<file path="config.mk">
export PLATFORM = sky130hd
export DESIGN_NAME = fifo_stream_reader_flat
export DESIGN_NICKNAME = d
export VERILOG_FILES = /design/src/rtl/fifo_stream_reader_if.sv /design/src/rtl/fifo_stream_reader.sv /design/src/flat_wrapper.sv
export SDC_FILE = /design/constraint.sdc
export NUM_CORES = 1
export LEC_CHECK = 0
export ABC_CLOCK_PERIOD_IN_PS = 2300
export CAP_MARGIN = 30
export CORE_MARGIN = 4
export CORE_UTILIZATION = 40
export DETAILED_ROUTE_END_ITERATION = 10
export GPL_TIMING_DRIVEN = 0
export PLACE_DENSITY = 0.58
export SLEW_MARGIN = 30
export SYNTH_ARGS = -nofsm -noshare
export SYNTH_HDL_FRONTEND = slang
export SYNTH_SLANG_ARGS = --single-unit
</file>
<file path="constraint.sdc">
create_clock -name clk -period 2.3 [get_ports clk]
set_clock_uncertainty 0.1 [all_clocks]
set_input_delay 0.575 -clock clk [delete_from_list [all_inputs] [get_ports clk]]
set_output_delay 0.575 -clock clk [all_outputs]
set_load 0.05 [all_outputs]
</file>
<file path="src/rtl/fifo_stream_reader_if.sv">
// rtl/fifo_stream_reader_if.sv - FIFO read port and output stream bundle for fifo_stream_reader
interface fifo_stream_reader_if #(
    parameter int FIFO_WIDTH = 16
);
    logic                  fifo_empty;
    logic [FIFO_WIDTH-1:0] fifo_dout;
    logic                  fifo_ren;
    logic [FIFO_WIDTH-1:0] m_data;
    logic                  m_valid;
    logic                  m_ready;
    logic                  m_last;
    logic [31:0]           beat_total;

    modport slave (
        input  fifo_empty, fifo_dout, m_ready,
        output fifo_ren, m_data, m_valid, m_last, beat_total
    );

    modport master (
        output fifo_empty, fifo_dout, m_ready,
        input  fifo_ren, m_data, m_valid, m_last, beat_total
    );
endinterface

</file>
<file path="src/rtl/fifo_stream_reader.sv">
// rtl/fifo_stream_reader.sv - FIFO drain engine with 3-entry skid buffer and burst-framed output stream
module fifo_stream_reader #(
    parameter int FIFO_WIDTH = 16,
    parameter int BURST_LEN  = 4
) (
    input  logic                 clk,
    input  logic                 rst,
    fifo_stream_reader_if.slave  bus
);
    localparam logic [15:0] LAST_IDX = 16'(BURST_LEN - 1);

    logic [FIFO_WIDTH-1:0] buf_q [3];
    logic [FIFO_WIDTH-1:0] buf_d [3];
    logic [1:0]            occ_q, occ_d;
    logic [1:0]            wr_idx_q, wr_idx_d;
    logic [1:0]            rd_idx_q, rd_idx_d;
    logic                  pend_q, pend_d;
    logic [15:0]           beat_idx_q, beat_idx_d;
    logic [31:0]           beat_total_q, beat_total_d;
    logic                  ren;
    logic                  valid;
    logic                  pop;

    function automatic logic [1:0] inc_mod3(input logic [1:0] idx);
        return (idx == 2'd2) ? 2'd0 : idx + 2'd1;
    endfunction

    // Reserve a slot for every read in flight so the buffer can never overflow.
    assign ren   = !bus.fifo_empty && (({1'b0, occ_q} + {2'b00, pend_q}) < 3'd3);
    assign valid = (occ_q != 2'd0);
    assign pop   = valid && bus.m_ready;

    always_comb begin
        buf_d        = buf_q;
        occ_d        = occ_q;
        wr_idx_d     = wr_idx_q;
        rd_idx_d     = rd_idx_q;
        pend_d       = ren;
        beat_idx_d   = beat_idx_q;
        beat_total_d = beat_total_q;
        if (pend_q) begin
            buf_d[wr_idx_q] = bus.fifo_dout;
            wr_idx_d        = inc_mod3(wr_idx_q);
        end
        if (pop) begin
            rd_idx_d     = inc_mod3(rd_idx_q);
            beat_idx_d   = (beat_idx_q == LAST_IDX) ? 16'd0 : beat_idx_q + 16'd1;
            beat_total_d = beat_total_q + 32'd1;
        end
        case ({pend_q, pop})
            2'b10:   occ_d = occ_q + 2'd1;
            2'b01:   occ_d = occ_q - 2'd1;
            default: occ_d = occ_q;
        endcase
    end

    always_ff @(posedge clk or negedge rst) begin
        if (!rst) begin
            for (int i = 0; i < 3; i++) begin
                buf_q[i] <= '0;
            end
            occ_q        <= 2'd0;
            wr_idx_q     <= 2'd0;
            rd_idx_q     <= 2'd0;
            pend_q       <= 1'b0;
            beat_idx_q   <= 16'd0;
            beat_total_q <= 32'd0;
        end else begin
            buf_q        <= buf_d;
            occ_q        <= occ_d;
            wr_idx_q     <= wr_idx_d;
            rd_idx_q     <= rd_idx_d;
            pend_q       <= pend_d;
            beat_idx_q   <= beat_idx_d;
            beat_total_q <= beat_total_d;
        end
    end

    assign bus.fifo_ren   = ren;
    assign bus.m_valid    = valid;
    assign bus.m_data     = buf_q[rd_idx_q];
    assign bus.m_last     = valid && (beat_idx_q == LAST_IDX);
    assign bus.beat_total = beat_total_q;
endmodule

</file>
<file path="src/flat_wrapper.sv">
// flat-port wrapper written by rule: the top's interface ports become plain ports
module fifo_stream_reader_flat 
#(
    parameter int FIFO_WIDTH = 16,
    parameter int BURST_LEN  = 4
)
  (clk, rst, bus_fifo_empty, bus_fifo_dout, bus_m_ready, bus_fifo_ren, bus_m_data, bus_m_valid, bus_m_last, bus_beat_total);
  fifo_stream_reader_if #(.FIFO_WIDTH(FIFO_WIDTH)) bus_i ();
  input  logic clk;
  input  logic rst;
  input wire logic [$bits(bus_i.fifo_empty)-1:0] bus_fifo_empty;
  input wire logic [$bits(bus_i.fifo_dout)-1:0] bus_fifo_dout;
  input wire logic [$bits(bus_i.m_ready)-1:0] bus_m_ready;
  output wire logic [$bits(bus_i.fifo_ren)-1:0] bus_fifo_ren;
  output wire logic [$bits(bus_i.m_data)-1:0] bus_m_data;
  output wire logic [$bits(bus_i.m_valid)-1:0] bus_m_valid;
  output wire logic [$bits(bus_i.m_last)-1:0] bus_m_last;
  output wire logic [$bits(bus_i.beat_total)-1:0] bus_beat_total;
  assign bus_i.fifo_empty = bus_fifo_empty;
  assign bus_i.fifo_dout = bus_fifo_dout;
  assign bus_i.m_ready = bus_m_ready;
  assign bus_fifo_ren = bus_i.fifo_ren;
  assign bus_m_data = bus_i.m_data;
  assign bus_m_valid = bus_i.m_valid;
  assign bus_m_last = bus_i.m_last;
  assign bus_beat_total = bus_i.beat_total;
  fifo_stream_reader #(.FIFO_WIDTH(FIFO_WIDTH), .BURST_LEN(BURST_LEN)) u_core (.clk(clk), .rst(rst), .bus(bus_i));
endmodule
</file>
==> impl_metrics.csv <==
group,metric,value,unit
timing,slew_viol_final,0,
global_routing,gr-max-usage-layer,"met2",
pwr,pwr-share-comb,49.7,%
timing,fin_crit_sh,98.94,%
global_routing,grt_pass1_wl,16770,µm
routing,drc_errors,0,
routing,wire_per_inst,16.03,µm
routing,route.antenna.remaining_nets,0,
synth,async_s_r_ff_share_synth,100.0,%
placement,placement.setup.worst_slack,-721.9,ps
synth,ys_top_cells_by_count,"sky130_fd_sc_hd__dfrtp_1 (103), sky130_fd_sc_hd__mux2_2 (48), sky130_fd_sc_hd__xnor2_1 (40)",
clock_network,cts-root-buf,"sky130_fd_sc_hd__clkbuf_16",
clock_network,cts_buffers,9,
routing,num_vias,3198,
timing,setup_slack,24.27,ps
global_routing,use_met2,25.85,%
synth,yosysUniqueCellTypes,41,
timing,final.hold.worst_slack,119.3,ps
synth,synth_area_leaders,"sky130_fd_sc_hd__dfrtp_1 (55%), sky130_fd_sc_hd__mux2_2 (12%), sky130_fd_sc_hd__xnor2_1 (7.5%)",
pwr,netSwitchingFraction,40.97,%
routing,drt-vias-per-instance,5.141,
synth,synth_largest_area_cell,"sky130_fd_sc_hd__dfrtp_1",
worst_setup_path,slowest_delay,360,ps
pwr,clockPowerShare,16.2,%
clock_network,h-tree-depth,3,
synth,syn-num-nets,408,
timing,hold_viol_final,0,
timing,timing.final.crit_period,2276,ps
synth,post_synth_edffs,0,
pwr,pwr_density_cell,1356,mW/mm²
clock_network,cts_hold_buf,0,
floorplanning,die_w,115.9,µm
global_routing,via_count_of_the_first_global_routing_pass,3426,
worst_setup_path,critPathBufInv,1,
finish,area_growth_syn_to_layout,29.62,%
finish,final_design_area_no_fill,0.006035,mm²
finish,antenna_cells_inserted,0,
global_routing,grt_start_max_net_pins,61,
timing,timing_worst_slew_pin_value,699.3,ps
worst_setup_path,cp_data_arrival_time,1600,ps
clock_network,numClockSinks,103,
floorplanning,number_of_placement_rows,39,
global_routing,grt_antenna_before_repair,0,
pwr,switching_power,3.352,mW
timing,maxSlewHeadroom,53.12,%
job,drv.max_cap_violation_count,0,
synth,synth_cell_area,0.004656,mm²
floorplanning,boundaryPins,71,
global_routing,global_route.usage.total,15.79,%
placement,placedInstanceArea,0.005572,mm²
worst_setup_path,crit_path_max_fo,2,
worst_setup_path,cpMaxStageDelayCell,"sky130_fd_sc_hd__dfrtp_1",
clock_network,tritoncts,"yes",
synth,post-synth-top-count-cell,"sky130_fd_sc_hd__dfrtp_1",
floorplanning,initial_core_util,40.77,%
finish,finish.net_count,501,
floorplanning,floorplan.die_area,0.01343,mm²
placement,port_buffers,70,
global_routing,grt.met1_usage,20.86,%
synth,dominantRegCellSynth,"sky130_fd_sc_hd__dfrtp_1",
synth,yosys.area.top_type_share,55.36,%
global_routing,grt-ovfl-total,0,
clock_network,path_clk_slew,60,ps
placement,dp_hpwl,6671,µm
timing,fmax,439.4,MHz
clock_network,clock_insertion_delay_worst_skew,330,ps
synth,yosysWarningCount,0,
pwr,cellLeakagePower,2.829,nW
pwr,seqPwrFrac,34.1,%
pwr,ir_worst_vdd,0.7274,mV
floorplanning,die-height,115.9,µm
worst_setup_path,path_class,"register to output pin",
synth,netlist_instances,383,
clock_network,cts_max_path_buffers,2,
worst_setup_path,worstPathRequired,1620,ps
global_routing,groute.layer.met3.usage,2.768,%
worst_setup_path,critPathLaunchType,"register",
routing,first_iter_violations,87,
worst_setup_path,critical_path.cell_chain,"ha_2, nor4b_4, nand4_1, nor2b_2, buf_6",
worst_setup_path,cell_class_contributing_the_biggest_share_of_worst_path_delay,"simple AND/OR/NAND/NOR gates",
synth,ys_ff_latch,103,
timing,setup_viol,0,
synth,syn-mean-instance-area,12.16,µm²
status,status,"completed",
finish,final_layout_size_suffix_gt1_share,26.93,%
synth,synth_seq_area_share,55.36,%
routing,detail_route.first_pass.iterations,4,
min_path,holdCritPathClass,"input port to async pin",
timing,rsz0062_at_grt,"true",
pwr,power_report.internal_total,4.828,mW
floorplanning,core-area,0.01142,mm²
finish,fill_cells,1034,
routing,drt-total-wl,9972,µm
worst_setup_path,cp-end-kind,"output pin",
placement,place_congestion,0.7368,
## layer usage
layer | share of wire (%) | vias up
li1 | - | 1543
met1 | 47 | 1595
met2 | 48 | 46
met3 | 3.2 | 14
met4 | 2.0 | 0
met5 | 0 | -
## registers in the layout (all words and copies together) (netlist names)
signal                 cells
u_core.beat_idx_q         16
u_core.buf_q              48
u_core.bus.beat_total     32
u_core.occ_q               2
u_core.pend_q              1
u_core.rd_idx_q            2
u_core.wr_idx_q            2
## power groups by stage
stage               clock (mW)  sequential, mW  combinational (mW)
floorplan                    0            2.93                2.51
global placement             0            2.82                3.73
detailed placement           0            2.84                3.78
CTS                       1.37            2.78                3.89
global route              1.44            2.88                4.34
finish                    1.32            2.79                4.07
## worst reg2reg max path, cell delays in order, from the launching register on
cell,delay (ps)
sky130_fd_sc_hd__dfrtp_2,410
sky130_fd_sc_hd__buf_4,140
sky130_fd_sc_hd__buf_4,150
sky130_fd_sc_hd__o21ai_2,190
sky130_fd_sc_hd__buf_6,180
sky130_fd_sc_hd__clkinvlp_4,200
sky130_fd_sc_hd__ha_1,270
sky130_fd_sc_hd__xnor2_1,140
sky130_fd_sc_hd__nor2_1,70
sky130_fd_sc_hd__xor2_1,140
## what timing repair did
| action | CTS | global route |
|---|---|---|
| buffers inserted | 8 | 2 |
| gates cloned | 0 | 1 |
| gates resized for setup | 131 | 49 |
| pin swaps | 4 | 2 |
| endpoints found under the setup margin | 28 | 32 |
## cells in the final DEF (no fill, tap or decap), types with 3 or more instances in the layout
cell | netlist | final
sky130_fd_sc_hd__and2_1 | 3 | 3
sky130_fd_sc_hd__and3_1 | 6 | 6
sky130_fd_sc_hd__buf_2 | 5 | 9
sky130_fd_sc_hd__buf_4 | 2 | 16
sky130_fd_sc_hd__buf_6 | 3 | 12
sky130_fd_sc_hd__clkbuf_1 | 4 | 3
sky130_fd_sc_hd__clkbuf_16 | 0 | 10
sky130_fd_sc_hd__clkdlybuf4s50_1 | 0 | 28
sky130_fd_sc_hd__dfrtp_1 | 103 | 102
sky130_fd_sc_hd__dlygate4sd2_1 | 0 | 9
sky130_fd_sc_hd__dlymetal6s2s_1 | 0 | 13
sky130_fd_sc_hd__inv_1 | 3 | 3
sky130_fd_sc_hd__mux2_2 | 48 | 48
sky130_fd_sc_hd__mux2i_1 | 16 | 16
sky130_fd_sc_hd__nand2_1 | 38 | 38
sky130_fd_sc_hd__nand3_1 | 21 | 21
sky130_fd_sc_hd__nand4_1 | 20 | 20
sky130_fd_sc_hd__nor2_1 | 5 | 5
sky130_fd_sc_hd__nor3_1 | 7 | 7
sky130_fd_sc_hd__o21ai_0 | 19 | 10
sky130_fd_sc_hd__o21ai_1 | 1 | 7
sky130_fd_sc_hd__o21ai_2 | 1 | 4
sky130_fd_sc_hd__xnor2_1 | 40 | 40
sky130_fd_sc_hd__xor2_1 | 7 | 7
## cell type report
type	count	area, µm²	share of cell area (%)
sequential	103	2579	42.73
multi-input combinational	261	2038	33.78
timing repair buffer	82	820.8	13.60
clock buffer	12	236.5	3.919
tap	143	178.9	2.965
buffer	14	148.9	2.467
inverter	5	22.52	0.3732
clock inverter	2	10.01	0.1659
## final timing paths
path / from / end / slack [ps] / depth (start not counted)
min in group clk: u_core.bus.beat_total[31] / u_core.bus.beat_total[31] / 380 / 1
worst min-delay path: rst / u_core.buf_q[11] / 120 / 1
worst max-delay path: u_core.beat_idx_q[1] / bus_m_last / 20 / 5
worst max register to register: u_core.occ_q[0] / u_core.occ_q[1] / 180 / 9
max in group asynchronous: rst / u_core.occ_q[0] / 1360 / 2
worst min register to register: u_core.bus.beat_total[31] / u_core.bus.beat_total[31] / 380 / 1
## cell families (layout without fill, tap and decap cells)
group,count (synthesis),after routing,share of synthesized area [%]
muxes,64,64,15.05
and+or+nand+nor,119,119,13.92
AOI/OAI and AO/OA,26,26,3.171
buffers and inverters,19,115,2.311
DFF,103,103,55.36
xor gates and xnor gates,47,47,8.842
adders and majority gates,5,5,1.344
## metrics by stage
stage	utilization (%)	total power, mW	setup TNS [ps]	std cells
global placement	48.54	6.547	-360850	596
CTS	51.74	8.051	0	619
detailed placement	48.79	6.621	-9181	597
finish	52.85	8.180	0	622
global route	52.85	8.666	-124.5	622
floorplan	-	5.441	-1540	383
Power figures use the tool's default switching activity.
